**config.mk**
```make
export PLATFORM = sky130hd
export DESIGN_NAME = ternary_scan_matcher
export DESIGN_NICKNAME = d
export VERILOG_FILES = /design/src/rtl/ternary_scan_matcher.sv
export SDC_FILE = /design/constraint.sdc
export NUM_CORES = 1
export LEC_CHECK = 0
export ABC_AREA = 0
export CORE_ASPECT_RATIO = 0.75
export CORE_MARGIN = 2
export CORE_UTILIZATION = 55
export CTS_CLUSTER_SIZE = 24
export DETAILED_ROUTE_END_ITERATION = 12
export PLACE_DENSITY = 0.76
export REMOVE_ABC_BUFFERS = 1
export SETUP_SLACK_MARGIN = 0.1
export SLEW_MARGIN = 20
export SYNTH_ARGS = -nofsm -noshare
export SYNTH_HDL_FRONTEND = slang
export SYNTH_SLANG_ARGS = --single-unit
```
**constraint.sdc**
```tcl
create_clock -name CLOCK -period 13.8 [get_ports CLOCK]
set_input_delay 4.14 -clock CLOCK [delete_from_list [all_inputs] [get_ports CLOCK]]
set_output_delay 4.14 -clock CLOCK [all_outputs]
set_load 0.01 [all_outputs]
```
**src/rtl/ternary_scan_matcher.sv**
```systemverilog
// Ternary pattern-table scanner.
// A START request latches the input word, then the entries of a writable table of HI/LO/OUT
// ternary entries are checked one per cycle. MODE 0 ORs the OUT field of every matching entry.
// MODE 1 stops at the first matching entry. The result is published once START is released.
module ternary_scan_matcher #(
    parameter int unsigned DATA_W = 8,
    parameter int unsigned OUT_W  = 4,
    parameter int unsigned DEPTH  = 8,
    localparam int unsigned ADDR_W = $clog2(DEPTH),
    localparam int unsigned E      = 2 * DATA_W + OUT_W
) (
    input  logic              CLOCK,
    input  logic              RESET,
    input  logic              START,
    input  logic              MODE,
    input  logic [DATA_W-1:0] I,
    input  logic              WE,
    input  logic [ADDR_W-1:0] WADDR,
    input  logic [E-1:0]      WDATA,
    output logic [OUT_W-1:0]  O,
    output logic [ADDR_W:0]   HIT_CNT,
    output logic              VALID,
    output logic              BUSY
);

    localparam logic [ADDR_W-1:0] LastAddr = ADDR_W'(DEPTH - 1);

    typedef enum logic [1:0] {StIdle, StLatch, StScan, StWait} state_e;

    state_e              state_q, state_d;
    logic [DATA_W-1:0]   in_r_q, in_r_d;
    logic                mode_r_q, mode_r_d;
    logic [OUT_W-1:0]    acc_q, acc_d;
    logic [ADDR_W:0]     cnt_q, cnt_d;
    logic [ADDR_W-1:0]   mar_q, mar_d;
    logic [OUT_W-1:0]    o_q, o_d;
    logic [ADDR_W:0]     hit_cnt_q, hit_cnt_d;
    logic                valid_q, valid_d;
    logic [E-1:0]        tbl_q [DEPTH];

    logic [E-1:0]        entry;
    logic [DATA_W-1:0]   ent_hi, ent_lo, bit_ok;
    logic [OUT_W-1:0]    ent_out;
    logic                hit;
    logic                tbl_we;

    // Entry currently addressed by the scan, decoded into its three fields
    assign entry   = tbl_q[mar_q];
    assign ent_hi  = entry[E-1 -: DATA_W];
    assign ent_lo  = entry[DATA_W+OUT_W-1 -: DATA_W];
    assign ent_out = entry[OUT_W-1:0];
    // HI/LO = 11 don't care, 10 needs a 1, 01 needs a 0, 00 never matches
    assign bit_ok  = (ent_lo & ~in_r_q) | (ent_hi & in_r_q) | (ent_hi & ent_lo);
    assign hit     = &bit_ok;

    // Writes land only while idle and only for addresses inside the table
    assign tbl_we  = (state_q == StIdle) && WE && (32'(WADDR) < DEPTH);

    assign O       = o_q;
    assign HIT_CNT = hit_cnt_q;
    assign VALID   = valid_q;
    assign BUSY    = (state_q != StIdle);

    // Table storage; reset clears every entry to the never-match encoding
    always_ff @(posedge CLOCK or posedge RESET) begin
        if (RESET) begin
            for (int i = 0; i < int'(DEPTH); i++) tbl_q[i] <= '0;
        end else begin
            for (int i = 0; i < int'(DEPTH); i++) begin
                if (tbl_we && (WADDR == ADDR_W'(i))) tbl_q[i] <= WDATA;
            end
        end
    end

    // State and datapath registers
    always_ff @(posedge CLOCK or posedge RESET) begin
        if (RESET) begin
            state_q   <= StIdle;
            in_r_q    <= '0;
            mode_r_q  <= 1'b0;
            acc_q     <= '0;
            cnt_q     <= '0;
            mar_q     <= '0;
            o_q       <= '0;
            hit_cnt_q <= '0;
            valid_q   <= 1'b0;
        end else begin
            state_q   <= state_d;
            in_r_q    <= in_r_d;
            mode_r_q  <= mode_r_d;
            acc_q     <= acc_d;
            cnt_q     <= cnt_d;
            mar_q     <= mar_d;
            o_q       <= o_d;
            hit_cnt_q <= hit_cnt_d;
            valid_q   <= valid_d;
        end
    end

    // Next-state and datapath update for the latch/scan/wait sequence
    always_comb begin
        state_d   = state_q;
        in_r_d    = in_r_q;
        mode_r_d  = mode_r_q;
        acc_d     = acc_q;
        cnt_d     = cnt_q;
        mar_d     = mar_q;
        o_d       = o_q;
        hit_cnt_d = hit_cnt_q;
        valid_d   = 1'b0;
        unique case (state_q)
            StIdle: begin
                if (START) state_d = StLatch;
            end
            StLatch: begin
                in_r_d   = I;
                mode_r_d = MODE;
                acc_d    = '0;
                cnt_d    = '0;
                mar_d    = '0;
                state_d  = StScan;
            end
            StScan: begin
                if (hit && mode_r_q) begin
                    acc_d   = ent_out;
                    cnt_d   = (ADDR_W + 1)'(1);
                    state_d = StWait;
                end else begin
                    if (hit) begin
                        acc_d = acc_q | ent_out;
                        cnt_d = cnt_q + (ADDR_W + 1)'(1);
                    end
                    if (mar_q == LastAddr) state_d = StWait;
                    else                   mar_d   = mar_q + ADDR_W'(1);
                end
            end
            StWait: begin
                // Publish is held off for as long as the host keeps START high
                if (!START) begin
                    o_d       = acc_q;
                    hit_cnt_d = cnt_q;
                    valid_d   = 1'b1;
                    state_d   = StIdle;
                end
            end
            default: state_d = StIdle;
        endcase
    end

endmodule

```
### Yosys cells after proc, flatten, opt, wreduce, memory -nomap -nowiden

Index checks and enable logic that the tools add are counted.

| storage, ports and cells | value |
|---|---|
| register bits | 191 |
| bits of input ports | 36 |
| output and inout bits | 10 |
| word-level logic and storage cells | 84 |

| operators by class | value |
|---|---|
| add/subtract/negate cells | 2 |
| $lt $le $gt $ge | 1 |
| equality and inequality tests | 17 |
| multiplexer cells | 19 |
| bitwise operators | 9 |
| reduce and logical (&&, ||, !) cells | 19 |

Operator list:

| cell | number |
|---|---|
| $bmux W20 S3 | 1 |
| $mux W20 | 2 |
| $and A8 B8 Y8 | 3 |
| $mux W4 | 4 |
| $or A8 B8 Y8 | 2 |
| $pmux W4 S2 | 2 |
| $eq A3 B3 Y1 const B | 5 |
| $logic_and A1 B1 Y1 | 10 |
| $mux W2 | 4 |
| $ne A2 B2 Y1 const B | 4 |
| $not A8 Y8 | 1 |
| $pmux W2 S4 | 1 |
| $reduce_and A8 Y1 | 1 |
| $eq A3 B2 Y1 const B | 2 |
| $mux W3 | 2 |
| $ne A3 B3 Y1 const B | 2 |
| $pmux W3 S2 | 1 |
| $reduce_and A3 Y1 | 2 |
| $add A4 B1 Y4 const B | 1 |
| $eq A2 B2 Y1 const B | 2 |
| $ge A4 B4 Y1 const B | 1 |
| $not A3 Y4 | 1 |
| $or A4 B4 Y4 | 1 |
| $reduce_and A2 Y1 | 2 |
| other kinds (8) | 10 |

### Longest topological paths before layout

| depth | value |
|---|---|
| word-level depth | 11 |
| gate-level depth with buffers | 11 |
| gate-level depth less buffers | 7 |

### Worst setup path before layout

Ideal clock, no wire load.

| timing | value |
|---|---|
| path type | input port to flip-flop |
| from | input WADDR[2] |
| to | register tbl_q[140] (netlist name) |
| library setup time | 0.125 ns |
| data arrival time | 5.172 ns |
| data required time | 13.675 ns |
| path slack | 8.504 ns |
| cell stages on the path | 4 |
| path buffers | 1 |
| cells stage by stage | nand3b_1 > or3_1 > clkbuf_1 > mux2_2 |

| on the way | value |
|---|---|
| word-level cells in the longest chain between the ends | 2 |

Ends and longest elaborated chain:

| what | line | text |
|---|---|---|
| start: declaration | 18 | `input logic [ADDR_W-1:0] WADDR,` |
| $logic_not A3 Y1 | 70 | `if (tbl_we && (WADDR == ADDR_W'(i))) tbl_q[i] <= WDATA;` |
| $logic_and A1 B1 Y1 | 70 |  |
| end signal: indexed assignment | 70 |  |
| end: declaration | 39 | `logic [E-1:0] tbl_q [DEPTH];` |

No other way between the ends.
A chain may end at the register's enable or synchronous reset.

### Worst setup path in the final report

| timing | value |
|---|---|
| from | register state_q[0] |
| to | output BUSY |

| on the way | value |
|---|---|
| word-level cells in the longest chain between the ends | 1 |

Ends and longest elaborated chain:

| what | line | text |
|---|---|---|
| start: declaration | 30 | `state_e state_q, state_d;` |
| start signal: assignment | 78 | `state_q <= StIdle;` |
| start signal: assignment | 88 | `state_q <= state_d;` |
| $reduce_bool A2 Y1 | 62 | `assign BUSY = (state_q != StIdle);` |
| end: declaration | 23 | `output logic BUSY` |

No other way between the ends.

==> flow_summary.json <==
{
  "reg2reg_depth": 8,
  "worst_path_most_repeated_cell": "inv_1",
  "ys_top_cells_by_count": "dfrtp_1 (191), mux2_2 (180), mux2i_1 (39)",
  "cts.path.max_buffers": 2,
  "max_slew.worst_pin.slew_ns": 1.15,
  "path_cells": "inv_1 -> ha_1 -> inv_1 -> clkdlybuf4s50_1",
  "drive_gt1_share_pct": 37.6,
  "diodes": 0,
  "grt_pass1_wl_mm": 29.5,
  "gp_congestion": 0.766,
  "drtIter0Drc": 467,
  "die_h_um": 113,
  "powerDensity_nw_per_um2": 212,
  "status": "completed",
  "synth.ff_latch_count": 191,
  "antenna_found_initial": 0,
  "die_w_um": 149,
  "crit_arrival_ns": 1.82,
  "min_period_ns": 5.96,
  "critPathMaxStageDelay_ns": 0.53,
  "cts_root_buf": "clkbuf_16",
  "core_area_um2": 15400,
  "synthArstFlopShare_pct": 100,
  "grt_max_degree": 104,
  "synthesis.instances": 600,
  "crit_required_ns": 9.66,
  "finalMaxSlewViolations": 0,
  "post-synth-top-count-cell": "dfrtp_1",
  "dp_hpwl_mm": 11.9,
  "wl_met2_mm": 8.69,
  "grt_pass1_vias": 5258,
  "fin_nets": 679,
  "grt_overflow": 0,
  "clkSinkCount": 191,
  "crit_type": "register to output pin",
  "first_pass_iters": 5,
  "drv_cap": 0,
  "cts_resized": 0,
  "dieArea_um2": 16900,
  "max_slew_margin_pct": 23.3,
  "cp_slowest_cell": "clkdlybuf4s50_1",
  "routed.top_layer": "met4",
  "power_mw": 2.10,
  "crit_fanout": 4,
  "m1WireLength_mm": 8.79,
  "initial_core_util_pct": 56.7,
  "synth.avg_cell_area_um2": 14.5,
  "worstHoldStart": "tbl_q[97]",
  "synth_area_leader_cell": "dfrtp_1",
  "regToRegStartpoint": "mar_q[0]",
  "nFillCells": 1097,
  "finalSetupViolations": 0,
  "max-vdd-ir-drop_v": 0.000117,
  "area_growth_pct": 13.7,
  "yosysTopAreaCellShare_pct": 54.8,
  "cts_tree": "yes",
  "wl_met3_um": 788,
  "drc": 0,
  "syn-cell-area_um2": 8720,
  "synth_area_leaders": "dfrtp_1 (55%), mux2_2 (23%), mux2i_1 (4.5%)",
  "cts_setup_buffers": 0,
  "clk_latency_ns": 0.44,
  "path_clk_slew_ns": 0.06,
  "row_count": 39,
  "final-hold-violation-count": 0,
  "post-place-ws_ns": 7.29,
  "ctsHoldBuffers": 0,
  "via_per_inst": 6.08,
  "fin_crit_sh_pct": 43.2,
  "p_leak_nw": 4.32,
  "synth_warnings": 0,
  "cp-endpoint": "BUSY",
  "vias": 5182,
  "fmax_mhz": 168,
  "startpoint_type": "register",
  "synth_edf_count": 0,
  "wire_per_inst_um": 21.7,
  "h-tree-depth": 4,
  "io_buffers": 45,
  "wirelength_mm": 18.5,
  "regToRegSetupSlack_ns": 10.40,
  "ys.flop_type": "dfrtp_1",
  "yosysUniqueCellTypes": 52,
  "finalWorstSetupSlack_ns": 7.84,
  "hp-class": "register to register",
  "grtUsageTotal_pct": 23.4,
  "seq_area_frac_synth_pct": 54.8,
  "r2r-end": "acc_q[3]",
  "cp-end-kind": "output pin",
  "postRouteAntennaNets": 0,
  "cp-startpoint": "state_q[0]",
  "rsz0062_at_grt": "false",
  "finalClockSkew_ns": 0.00809,
  "setup_tns_ns": 0,
  "io_pins": 46,
  "cts_buffers": 17
}
## critical path, delay by kind of cell (launching register included)
family / cells / cell delay (ns)
adder cells (fa/ha/maj): 1 / 0.26
buffers and inverters: 3 / 0.72
flip-flops: 1 / 0.41
## worst min-delay path by stage
stage	to	slack, ns	depth (start not counted)
after detailed placement	tbl_q[147]	0.49	1
after global placement	tbl_q[73]	0.48	1
after global routing	tbl_q[117]	0.52	1
final	tbl_q[97]	0.50	1
after CTS	tbl_q[108]	0.51	1
after floorplan	tbl_q[147]	0.47	1
## flip-flops by register name, indices dropped and copies added (netlist names)
name and cells:
tbl_q 160, in_r_q 8, HIT_CNT 4, O 4, acc_q 4, cnt_q 4
mar_q 3, state_q 2, VALID 1, mode_r_q 1
## per-stage QoR
| stage | utilization [%] | cell area (µm²) | cells | hold WS, ns |
|---|---|---|---|---|
| finish | 64.5 | 9910 | 852 | 0.501 |
| global route | 64.5 | 9910 | 852 | 0.516 |
| CTS | 64.4 | 9900 | 852 | 0.506 |
| detailed placement | 60.5 | 9300 | 821 | 0.487 |
| global placement | 60.5 | 9300 | 821 | 0.480 |
| floorplan | - | 8510 | 564 | 0.471 |
## cells in the final DEF (no fill, tap or decap), types with 3 or more instances in the layout
cell	instances
dfrtp_1	190
mux2_2	180
clkdlybuf4s50_1	45
mux2i_1	39
nand2_1	21
clkbuf_16	17
mux4_2	15
nand2b_1	10
inv_1	9
ha_1	8
a21oi_1	7
nor4_1	6
nor2_1	6
nand3_1	6
o21ai_0	6
buf_4	6
o211ai_1	4
mux4_1	4
nor2_2	4
clkbuf_1	4
clkbuf_8	4
nand3b_1	3
o2111ai_1	3
o221ai_1	3
o2bb2ai_1	3
o22ai_1	3
clkinv_2	3
bufinv_16	3
## where the power goes
group / switching (mW) / internal (mW) / leakage (nW) / total (mW)
Sequential: 0.165 / 0.807 / 2.43 / 0.972
Combinational: 0.262 / 0.365 / 1.59 / 0.627
Clock: 0.201 / 0.303 / 0.297 / 0.503
Total: 0.628 / 1.47 / 4.32 / 2.10
## cells by family after synthesis
logic type	Yosys count	synth area share [%]
fa+ha+maj	8	1.15
compound gates	47	4.19
mux	238	32.8
simple gates	70	4.26
flops	191	54.8
buf+inv	46	2.77
## layout make-up
type,count,area [µm²],area share (%)
multi-input cells,363,3720,37.6
flip-flops and latches,191,4780,48.2
clock buffers,25,495,5.00
well taps,205,256,2.59
inverters,10,42.5,0.429
clock inverters,6,105,1.06
repair buffers,52,507,5.11
## metal layers
metal	vias up	track usage [%]
met5	-	0
met3	24	4.60
met4	0	7.68
li1	2288	-
met2	112	35.9
met1	2758	33.9
(Power assumes the default switching activity.)
